### config.mk
export PLATFORM = sky130hd
export DESIGN_NAME = dmem_arbiter
export DESIGN_NICKNAME = d
export VERILOG_FILES = /design/src/rtl/dmem_arbiter.sv
export SDC_FILE = /design/constraint.sdc
export NUM_CORES = 1
export LEC_CHECK = 0
export CAP_MARGIN = 30
export CORE_MARGIN = 3
export CORE_UTILIZATION = 38
export CTS_CLUSTER_SIZE = 16
export DETAILED_ROUTE_END_ITERATION = 12
export PLACE_DENSITY_LB_ADDON = 0.2
export SETUP_SLACK_MARGIN = 0.3
export SYNTH_ARGS = -nofsm -noshare
export SYNTH_HDL_FRONTEND = slang
export SYNTH_SLANG_ARGS = --single-unit
### constraint.sdc
create_clock -name clock -period 2.86 [get_ports clock]
set_input_delay 0.429 -clock clock [delete_from_list [all_inputs] [get_ports clock]]
set_output_delay 0.429 -clock clock [all_outputs]
set_load 0.05 [all_outputs]
### src/rtl/dmem_arbiter.sv
// dmem_arbiter: two-requester arbiter in front of a single-ported Data_Memory.
// One command is in flight at a time; IDLE -> ACCESS (-> RESP for loads) -> IDLE.
// Build option: define DMEM_ARB_FIXED_PRIORITY_EN to make requester 0 always win
// contention; otherwise requesters alternate round-robin under contention.
module dmem_arbiter #(
  parameter int unsigned DATA_WIDTH    = 8,
  parameter int unsigned ADDRESS_WIDTH = 4
) (
  input  logic                     clock,
  input  logic                     reset,

  input  logic                     req0_valid,
  input  logic                     req0_write,
  input  logic [ADDRESS_WIDTH-1:0] req0_address,
  input  logic [DATA_WIDTH-1:0]    req0_wdata,
  output logic                     req0_ready,

  input  logic                     req1_valid,
  input  logic                     req1_write,
  input  logic [ADDRESS_WIDTH-1:0] req1_address,
  input  logic [DATA_WIDTH-1:0]    req1_wdata,
  output logic                     req1_ready,

  output logic                     rsp0_valid,
  output logic [DATA_WIDTH-1:0]    rsp0_rdata,
  output logic                     rsp1_valid,
  output logic [DATA_WIDTH-1:0]    rsp1_rdata,

  output logic [ADDRESS_WIDTH-1:0] mem_write_address,
  output logic                     mem_Write_Enable,
  output logic [DATA_WIDTH-1:0]    mem_DATA_WRITE,
  output logic [ADDRESS_WIDTH-1:0] mem_read_address,
  output logic                     mem_Read_Enable,
  input  logic [DATA_WIDTH-1:0]    mem_DATA_READ
);

  typedef enum logic [1:0] {StIdle, StAccess, StResp} state_e;

  state_e                   state_q;
  logic                     grant_id_q;  // 0 = requester 0, 1 = requester 1
  logic                     write_q;
  logic [ADDRESS_WIDTH-1:0] address_q;
  logic [DATA_WIDTH-1:0]    wdata_q;
  logic                     mem_we_q;
  logic                     mem_re_q;
  logic                     rsp0_valid_q;
  logic                     rsp1_valid_q;
`ifndef DMEM_ARB_FIXED_PRIORITY_EN
  logic                     last_grant_q;  // requester granted most recently
`endif

  logic                     win0;
  logic                     win1;
  logic                     idle;
  logic                     accept;
  logic                     acc_id;
  logic                     acc_write;
  logic [ADDRESS_WIDTH-1:0] acc_address;
  logic [DATA_WIDTH-1:0]    acc_wdata;

  // Arbitration: pick at most one winner among the valid requesters.
  always_comb begin
    win0 = 1'b0;
    win1 = 1'b0;
`ifdef DMEM_ARB_FIXED_PRIORITY_EN
    win0 = req0_valid;
    win1 = req1_valid & ~req0_valid;
`else
    if (req0_valid && req1_valid) begin
      // Grant whoever was not served last.
      win0 = last_grant_q;
      win1 = ~last_grant_q;
    end else begin
      win0 = req0_valid;
      win1 = req1_valid;
    end
`endif
  end

  // Ready is offered only in IDLE; reset masks it so every output is 0 during reset.
  always_comb begin
    idle        = (state_q == StIdle) && !reset;
    req0_ready  = idle & win0;
    req1_ready  = idle & win1;
    accept      = (req0_ready & req0_valid) | (req1_ready & req1_valid);
    acc_id      = req1_ready;
    acc_write   = acc_id ? req1_write   : req0_write;
    acc_address = acc_id ? req1_address : req0_address;
    acc_wdata   = acc_id ? req1_wdata   : req0_wdata;
  end

  // Control FSM with registered memory enables and response strobes.
  always_ff @(posedge clock or posedge reset) begin
    if (reset) begin
      state_q      <= StIdle;
      grant_id_q   <= 1'b0;
      write_q      <= 1'b0;
      address_q    <= '0;
      wdata_q      <= '0;
      mem_we_q     <= 1'b0;
      mem_re_q     <= 1'b0;
      rsp0_valid_q <= 1'b0;
      rsp1_valid_q <= 1'b0;
`ifndef DMEM_ARB_FIXED_PRIORITY_EN
      last_grant_q <= 1'b1;
`endif
    end else begin
      case (state_q)
        StIdle: begin
          if (accept) begin
            grant_id_q <= acc_id;
            write_q    <= acc_write;
            address_q  <= acc_address;
            wdata_q    <= acc_wdata;
            mem_we_q   <= acc_write;
            mem_re_q   <= ~acc_write;
`ifndef DMEM_ARB_FIXED_PRIORITY_EN
            last_grant_q <= acc_id;
`endif
            state_q    <= StAccess;
          end
        end
        StAccess: begin
          mem_we_q <= 1'b0;
          mem_re_q <= 1'b0;
          if (write_q) begin
            state_q <= StIdle;
          end else begin
            // Read data appears on mem_DATA_READ during RESP.
            rsp0_valid_q <= ~grant_id_q;
            rsp1_valid_q <= grant_id_q;
            state_q      <= StResp;
          end
        end
        StResp: begin
          rsp0_valid_q <= 1'b0;
          rsp1_valid_q <= 1'b0;
          state_q      <= StIdle;
        end
        default: begin
          mem_we_q     <= 1'b0;
          mem_re_q     <= 1'b0;
          rsp0_valid_q <= 1'b0;
          rsp1_valid_q <= 1'b0;
          state_q      <= StIdle;
        end
      endcase
    end
  end

  // Memory ports carry the latched command; responses forward the memory read data.
  always_comb begin
    mem_write_address = address_q;
    mem_DATA_WRITE    = wdata_q;
    mem_read_address  = address_q;
    mem_Write_Enable  = mem_we_q;
    mem_Read_Enable   = mem_re_q;
    rsp0_valid        = rsp0_valid_q;
    rsp1_valid        = rsp1_valid_q;
    rsp0_rdata        = rsp0_valid_q ? mem_DATA_READ : '0;
    rsp1_rdata        = rsp1_valid_q ? mem_DATA_READ : '0;
  end

endmodule

==> flow_summary.ini, run 1 <==
[status]
status = completed

[grt]
grt_max_degree = 22
grt.met2_usage = 0.2947
met1_usage = 0.1465
gr-max-usage-layer = met2
first_global_vias = 959
antenna_found_initial = 0
grt_pass1_wl_microns = 4119
track_usage = 0.1490
gr-total-overflow = 0
use_met3 = 0.04255

[cts]
cts_sinks = 21
clk_path_buf_depth = 2
clock-root-buffer = clkbuf_4
tritoncts = built
clk_latency_ns = 0.30
htreeDepth = 1
cts_inserted_buffers = 3
cts_resized = 0
post_cts_buffers = 0
holdBufCountCts = 0
cts.clk_slew.worst_paths_ns = 0.11

[placed_design]
gp_congestion = 0.7350
dp.cells = 194
io_buffers = 75
pre_cts_ws_ns = 0.5591
place_hpwl_microns = 2327

[drt]
drc = 0
drtIter0Drc = 12
vias = 963
viasPerCell = 4.864
wirelength_microns = 2770
drt-wirelength-per-cell_microns = 13.99
ant_nets = 0
drt_first_pass_iters = 3

[timing]
final_hold_viol_count = 0
slew_violations = 0
slew_headroom = 0.4867
fin_skew_ns = 0.007064
max_freq_mhz = 436.7
final.min_clock_period_ns = 2.290
period_share = 0.8006
grt_setup_unrepaired = false
layout_setup_ws_ns = 0.5703
whs_ns = 0.5213
report.final.setup_viol = 0
worst_pin_slew_ns = 0.7691
setup_tns_ns = 0

[floorplan]
dieArea_sq_um = 3708
num_rows = 19
die_y_microns = 60.89
initial_core_util = 0.4081
coreArea_sq_um = 2805
io_pins = 76
die_x_microns = 60.89

[hold_path]
hold_start = mem_DATA_WRITE[0]
whs_path_depth = 1
hp-class = flip-flop to flip-flop
min_to = mem_DATA_WRITE[0]

[synthesis]
synthArstFlopShare = 1.000
synth.most_common_cell = mux2_2
ys_ff_latch = 21
synth_area_sq_um = 1145
synth_top_cell_area_share = 0.4372
syn_nets = 132
ys_warn_count = 0
yosysSeqAreaShare = 0.4601
synth_cells = 94
synth_top_area_cell = dfrtp_1
netlist_top_cells_count = mux2_2, dfrtp_1, and2_1
ys_types = 21
synth_edf_count = 0
avgSynthCellArea_sq_um = 12.18
yosys_most_used_dff = dfrtp_1
synthTopCellsByArea = dfrtp_1, mux2_2, and2_1, mux2i_1, buf_4

[worst_setup_path]
critPathKind = input port to output pin
worstPathMaxFanout = 14
r2r-end = mem_read_address[2]
r2r_slack_ns = 1.20
arrival_ns = 1.86
critPathCaptureType = output pin
cp-startpoint = req1_valid
worstReg2RegStart = state_q[1]
r2r_cells = 4
crit_required_ns = 2.43
crit_path_start_kind = input port

[final_layout]
area_delta_synth_final_pct = 67.43
register_area_sq_um = 526.8
nets = 206
utilization = 0.6833
stdcell_count = 198
diodes = 0
layout-drive-gt1-share = 0.2156
fill_cells = 228
multi_input_area_sq_um = 550.5

[job]
max_cap_violations = 0

[pwr]
p_leak_nw = 0.8008
powerDensity_nw_per_um2 = 955.8
ir_drop_mv = 0.5035
[placed cells by master, fill, tap and decap left out, types with 2 or more instances in the layout]
| cell type | count |
|---|---|
| nor2_1 | 3 |
| nand2b_1 | 2 |
| inv_1 | 3 |
| mux2_2 | 25 |
| a21oi_1 | 3 |
| clkdlybuf4s50_1 | 73 |
| and2_1 | 17 |
| clkbuf_4 | 3 |
| mux2i_1 | 4 |
| dfrtp_1 | 20 |
[critical path: stages]
cell and delay, ns:
clkdlybuf4s50_1 0.53, a21boi_4 0.46, and2_1 0.27, buf_12 0.16
[state kept, by name, indices dropped and copies added, names as in the netlist]
| name | flops |
|---|---|
| state_q | 2 |
| mem_read_address | 4 |
| rsp0_valid | 1 |
| mem_Write_Enable | 1 |
| mem_Read_Enable | 1 |
| grant_id_q | 1 |
| last_grant_q | 1 |
| mem_DATA_WRITE | 8 |
| rsp1_valid | 1 |
| write_q | 1 |
[worst max path at each step]
stage                             to
final                     req1_ready
after global routing      req1_ready
after CTS                 req1_ready
after detailed placement  req1_ready
after global placement    req1_ready
after floorplan           req0_ready
[logic make-up after synthesis]
logic type             count (synthesis)  share of synthesized area
DFF                                   21                     0.4601
buffers and inverters                 10                    0.05901
AOI/OAI and AO/OA                      7                    0.04919
muxes                                 29                     0.2809
and+or+nand+nor                       27                     0.1508
[metal layers]
metal | vias to the layer above | wire length [microns]
met2 | 40 | 1557
met5 | - | 0
li1 | 467 | -
met3 | 2 | 271
met1 | 454 | 930
met4 | 0 | 10
[metrics by stage]
stage | area (sq um) | power [mW]
4_1_cts | 1917 | 1.852
5_1_grt | 1917 | 1.917
2_1_floorplan | 1145 | 1.323
3_3_place_gp | 1889 | 1.688
6_report | 1917 | 1.832
3_5_place_dp | 1889 | 1.709
[power breakdown]
part	total, mW	switching [mW]	internal (mW)
clock	0.140	0.0877	0.0521
sequential	0.504	0.0928	0.411
combinational	1.19	0.740	0.449
[cell type report]
| cell class | instances | area share |
|---|---|---|
| Timing Repair Buffer | 75 | 0.3956 |
| Multi-Input combinational cell | 63 | 0.2872 |
| Sequential cell | 21 | 0.2748 |
| Tap cell | 31 | 0.02023 |
| Clock buffer | 3 | 0.01175 |
| Inverter | 4 | 0.007833 |
| Clock inverter | 1 | 0.002611 |
Power figures use the tool's default switching activity.
==> inputs of run 2 (changes only) <==
Settings changed: CORE_UTILIZATION 38 to 32.
Clock period 2.86 ns to 2 ns, I/O delays scaled along.
==> run 2 against run 1 <==
Compared with the run above:
- worst hold slack got worse by 0.41 ns
- sequential share of layout area is 3.3 points lower
- clock skew shrank 0.0052 ns
- wire length is 13% higher
- cell count up 12%
- count of clock-buffer cells in the layout rose by 1
- final area grew 14%
- power up 52%
- clock power rose by 42%
- first-iteration DRC count grew 25%
- critical path type is now flip-flop to output pin
==> flow_summary.ini, run 2 (synthesis gave the netlist of run 1 again) <==
[floorplan]
die_y_microns = 65.82
initial_core_util = 0.3378
dieArea_sq_um = 4332
io_pins = 76
coreArea_sq_um = 3390
die_x_microns = 65.82
num_rows = 21

[placed_design]
gp_congestion = 0.7558
placed_cell_area_sq_um = 2127
io_buffers = 75
place_hpwl_microns = 2532

[cts]
htreeDepth = 1
clk_latency_ns = 0.30
holdBufCountCts = 0
tritoncts = built
clk_path_buf_depth = 2
cts_inserted_buffers = 3
clock-root-buffer = clkbuf_4
cts.clk_slew.worst_paths_ns = 0.11
cts_sinks = 21

[grt]
grt_max_degree = 16
grt_pass1_wl_microns = 5071
antenna_found_initial = 0
track_usage = 0.1496
gr-total-overflow = 0
first_global_vias = 1078

[hold_path]
hp-class = input port to async pin

[timing]
period_share = 0.8335
max_freq_mhz = 599.9
final.min_clock_period_ns = 1.667
setup_tns_ns = 0
worst_pin_slew_ns = 0.5063
slew_violations = 0
slew_headroom = 0.6638
report.final.setup_viol = 0
grt_setup_unrepaired = true
fin_skew_ns = 0.001816
final_hold_viol_count = 0

[final_layout]
largest_register_ffs = 8
diodes = 0
final_cell_mix = clkdlybuf4s50_1, mux2_2, dlygate4sd2_1, buf_12, dfrtp_1
layout-drive-gt1-share = 0.3636
final_area_sq_um = 2180
area_delta_synth_final_pct = 90.38
nets = 215
utilization = 0.6430
final_common_cell = clkdlybuf4s50_1

[drt]
ant_nets = 0
drc = 0
drt_first_pass_iters = 4
drtIter0Drc = 15
wirelength_microns = 3121
drt-wirelength-per-cell_microns = 14.06
viasPerCell = 4.468
vias = 992

[worst_setup_path]
r2r_cells = 5
critPathKind = flip-flop to output pin
path_common_cell = buf_12
worstPathMaxFanout = 2
crit_path_start_kind = flip-flop
crit_required_ns = 1.70
arrival_ns = 1.37
critPathCaptureType = output pin
worstPathCellList = a21boi_4 -> buf_12 -> and2_4 -> buf_12
cpMaxStageDelayCell = dfstp_2
max_stage_delay_ns = 0.57

[pwr]
p_leak_nw = 0.9753
ir_drop_mv = 0.6428
powerDensity_nw_per_um2 = 1276

[job]
max_cap_violations = 0

[status]
status = completed
-- run 2: timing repair --
item,4_1_cts,5_1_grt
gates resized for setup,24,4
pin swaps,1,0
endpoints found under the setup margin,22,8
buffers inserted,5,0
-- run 2: report_power, final --
group,switching (mW),internal [mW]
Sequential,0.111,0.588
Clock,0.122,0.0776
Combinational,1.14,0.741
Total,1.38,1.41
-- run 2: worst max-delay path: cells and delay by family (launching register included) --
family | cells | cell delay [ns]
DFF | 1 | 0.57
buffers and inverters | 2 | 0.27
and+or+nand+nor | 1 | 0.16
AOI/OAI and AO/OA | 1 | 0.06
-- run 2: through the flow --
step           power [mW]  instances  setup slack [ns]  hold slack (ns)
2_1_floorplan       1.895         94            0.4899           0.2758
3_3_place_gp        2.652        213            0.1186           0.4973
3_5_place_dp        2.684        213           0.09155           0.4947
4_1_cts             2.818        222            0.3035           0.1196
5_1_grt             2.909        222            0.2746           0.1546
6_report            2.782        222            0.3329           0.1158
-- run 2: worst paths after layout --
path	startpoint	to	slack (ns)
min in group clock	req0_valid	last_grant_q	0.42
setup / recovery	last_grant_q	req1_ready	0.33
hold / removal	reset	mem_read_address[3]	0.12
max in group asynchronous	reset	state_q[0]	1.39
setup reg to reg	state_q[0]	mem_DATA_WRITE[3]	0.44
hold reg to reg	mem_DATA_WRITE[6]	mem_DATA_WRITE[6]	0.51
-- run 2: per-layer routing --
| metal | GRT usage | share of wire | vias to the layer above |
|---|---|---|---|
| met3 | 0.02721 | 0.070 | 0 |
| met2 | 0.2716 | 0.54 | 38 |
| met1 | 0.1797 | 0.39 | 470 |
| met5 | 0 | 0 | - |
| met4 | 0.03886 | 0 | 0 |
| li1 | - | - | 484 |
-- run 2: layout make-up --
type	instances	area, sq um
Tap cell	46	57.56
Multi-Input combinational cell	63	556.8
Sequential cell	21	528.0
Fill cell	282	1210
Clock buffer	4	26.28
Timing Repair Buffer	84	994.7
Inverter	4	16.27
==> inputs of run 3 (changes only) <==
Settings changed: CORE_UTILIZATION 32 to 35.
Clock period 2 ns to 1.65 ns, I/O delays scaled along.
==> run 3 against run 2 <==
Compared with the run above:
- the flow now finishes with violations (negative setup slack)
- combinational power grew 56%
- count of clock-buffer cells in the layout down 1
- cell count is 7.2% higher
- utilization increased by 19 points
- wire length is 26% higher
- critical path depth rose by 2
- sequential cell count stayed put
- first-iteration DRC count rose by 67%
- largest power group unchanged
==> flow_summary.ini, run 3 (synthesis gave the netlist of run 1 again) <==
[status]
status = finished with violations
violations = negative setup slack

[timing]
worst_pin_slew_ns = 0.3167
grt_setup_unrepaired = true
slew_violations = 0
whs_ns = 0.4260
fin_skew_ns = 0.007922
max_freq_mhz = 601.9
final_hold_viol_count = 0
layout_setup_ws_ns = -0.01154
final.min_clock_period_ns = 1.662
setup_tns_ns = -0.01154
report.final.setup_viol = 1
slew_headroom = 0.7886
period_share = 1.007

[grt]
grt_max_degree = 17
gr-total-overflow = 0
antenna_found_initial = 0
first_global_vias = 1259
track_usage = 0.2035
grt_pass1_wl_microns = 6389

[cts]
cts.clk_slew.worst_paths_ns = 0.11
cts_sinks = 21
tritoncts = built
clock-root-buffer = clkbuf_4
clk_path_buf_depth = 2
clk_latency_ns = 0.31
cts_inserted_buffers = 3
htreeDepth = 1

[final_layout]
largest_register_ffs = 8
area_delta_synth_final_pct = 125.1
layout-drive-gt1-share = 0.6392
register_area_sq_um = 531.8
utilization = 0.8374
multi_input_area_sq_um = 733.2
nets = 233
fill_cells = 164
final_cell_mix = clkdlybuf4s50_1, buf_4, mux2_4, buf_12, and2_4
diodes = 0
final_common_cell = clkdlybuf4s50_1

[pwr]
powerDensity_nw_per_um2 = 1569
p_total_mw = 4.045
p_leak_nw = 1.213
ir_drop_mv = 0.9113

[drt]
drt-wirelength-per-cell_microns = 16.53
drt_first_pass_iters = 4
ant_nets = 0
viasPerCell = 4.706
vias = 1120
drc = 0
drtIter0Drc = 25
wirelength_microns = 3933

[worst_setup_path]
r2r_cells = 5
crit_required_ns = 1.40
critPathKind = input port to output pin
critPathCaptureType = output pin
worstPathMaxFanout = 3
arrival_ns = 1.41
crit_path_start_kind = input port

[floorplan]
num_rows = 20
die_x_microns = 63.19
io_pins = 76
initial_core_util = 0.3720
die_y_microns = 63.19
dieArea_sq_um = 3993
coreArea_sq_um = 3078

[placed_design]
io_buffers = 75
gp_congestion = 0.7715
place_hpwl_microns = 2521
pre_cts_ws_ns = -0.1893

[hold_path]
hp-class = input port to async pin

[job]
max_cap_violations = 0
==> run 3: changes by cell type in the layout (fill, tap and decap cells not counted), sizes merged <==
cell,before,now
buf,27,65
clkbuf,5,3
clkdlybuf4s50,34,36
dlygate4sd2,21,1
dlymetal6s2s,1,0
inv,3,4
==> run 3: layer usage <==
metal  vias up  track usage  wire (microns)
li1        516            -               -
met1       552       0.2282            1553
met2        48       0.3939            2133
met3         4      0.03030             190
met4         0      0.05660              55
met5         -            0               0
==> run 3: power by group <==
part	switching (mW)	internal, mW	total (mW)
combinational	1.54	1.39	2.93
sequential	0.147	0.718	0.865
clock	0.162	0.0905	0.253
==> run 3: area by class of cell <==
cell class / instances / area share
Timing Repair Buffer: 102 / 0.4714
Inverter: 4 / 0.005825
Clock inverter: 1 / 0.001942
Multi-Input combinational cell: 63 / 0.2845
Clock buffer: 3 / 0.008738
Tap cell: 44 / 0.02136
Sequential cell: 21 / 0.2063
==> run 3: stage by stage <==
step / area, sq um / instances
global route: 2577 / 238
finish: 2577 / 238
detailed placement: 2221 / 217
CTS: 2545 / 237
floorplan: 1204 / 94
global placement: 2221 / 217
==> run 3: worst paths after layout <==
check	from	to	slack, ns
setup / recovery	reset	req0_ready	-0.01
hold / removal	reset	mem_Write_Enable	0.43
setup reg to reg	last_grant_q	mem_DATA_WRITE[6]	0.07
hold reg to reg	mem_DATA_WRITE[4]	mem_DATA_WRITE[4]	0.53
max in group asynchronous	reset	rsp1_valid	0.84
min in group clock	mem_DATA_WRITE[4]	mem_DATA_WRITE[4]	0.53
==> run 3: what timing repair did <==
item | CTS | global route
cloned | 1 | 0
gates resized for setup | 56 | 4
endpoints found under the setup margin | 34 | 36
pin swaps | 3 | 4
buffers inserted | 15 | 1
hold buffers | 0 | 0
==> run 3: critical path: stages <==
cell             delay (ns)
clkdlybuf4s50_1        0.47
nor3_4                 0.24
buf_6                  0.14
nand2_4                0.04
a21oi_4                0.13
buf_12                 0.15
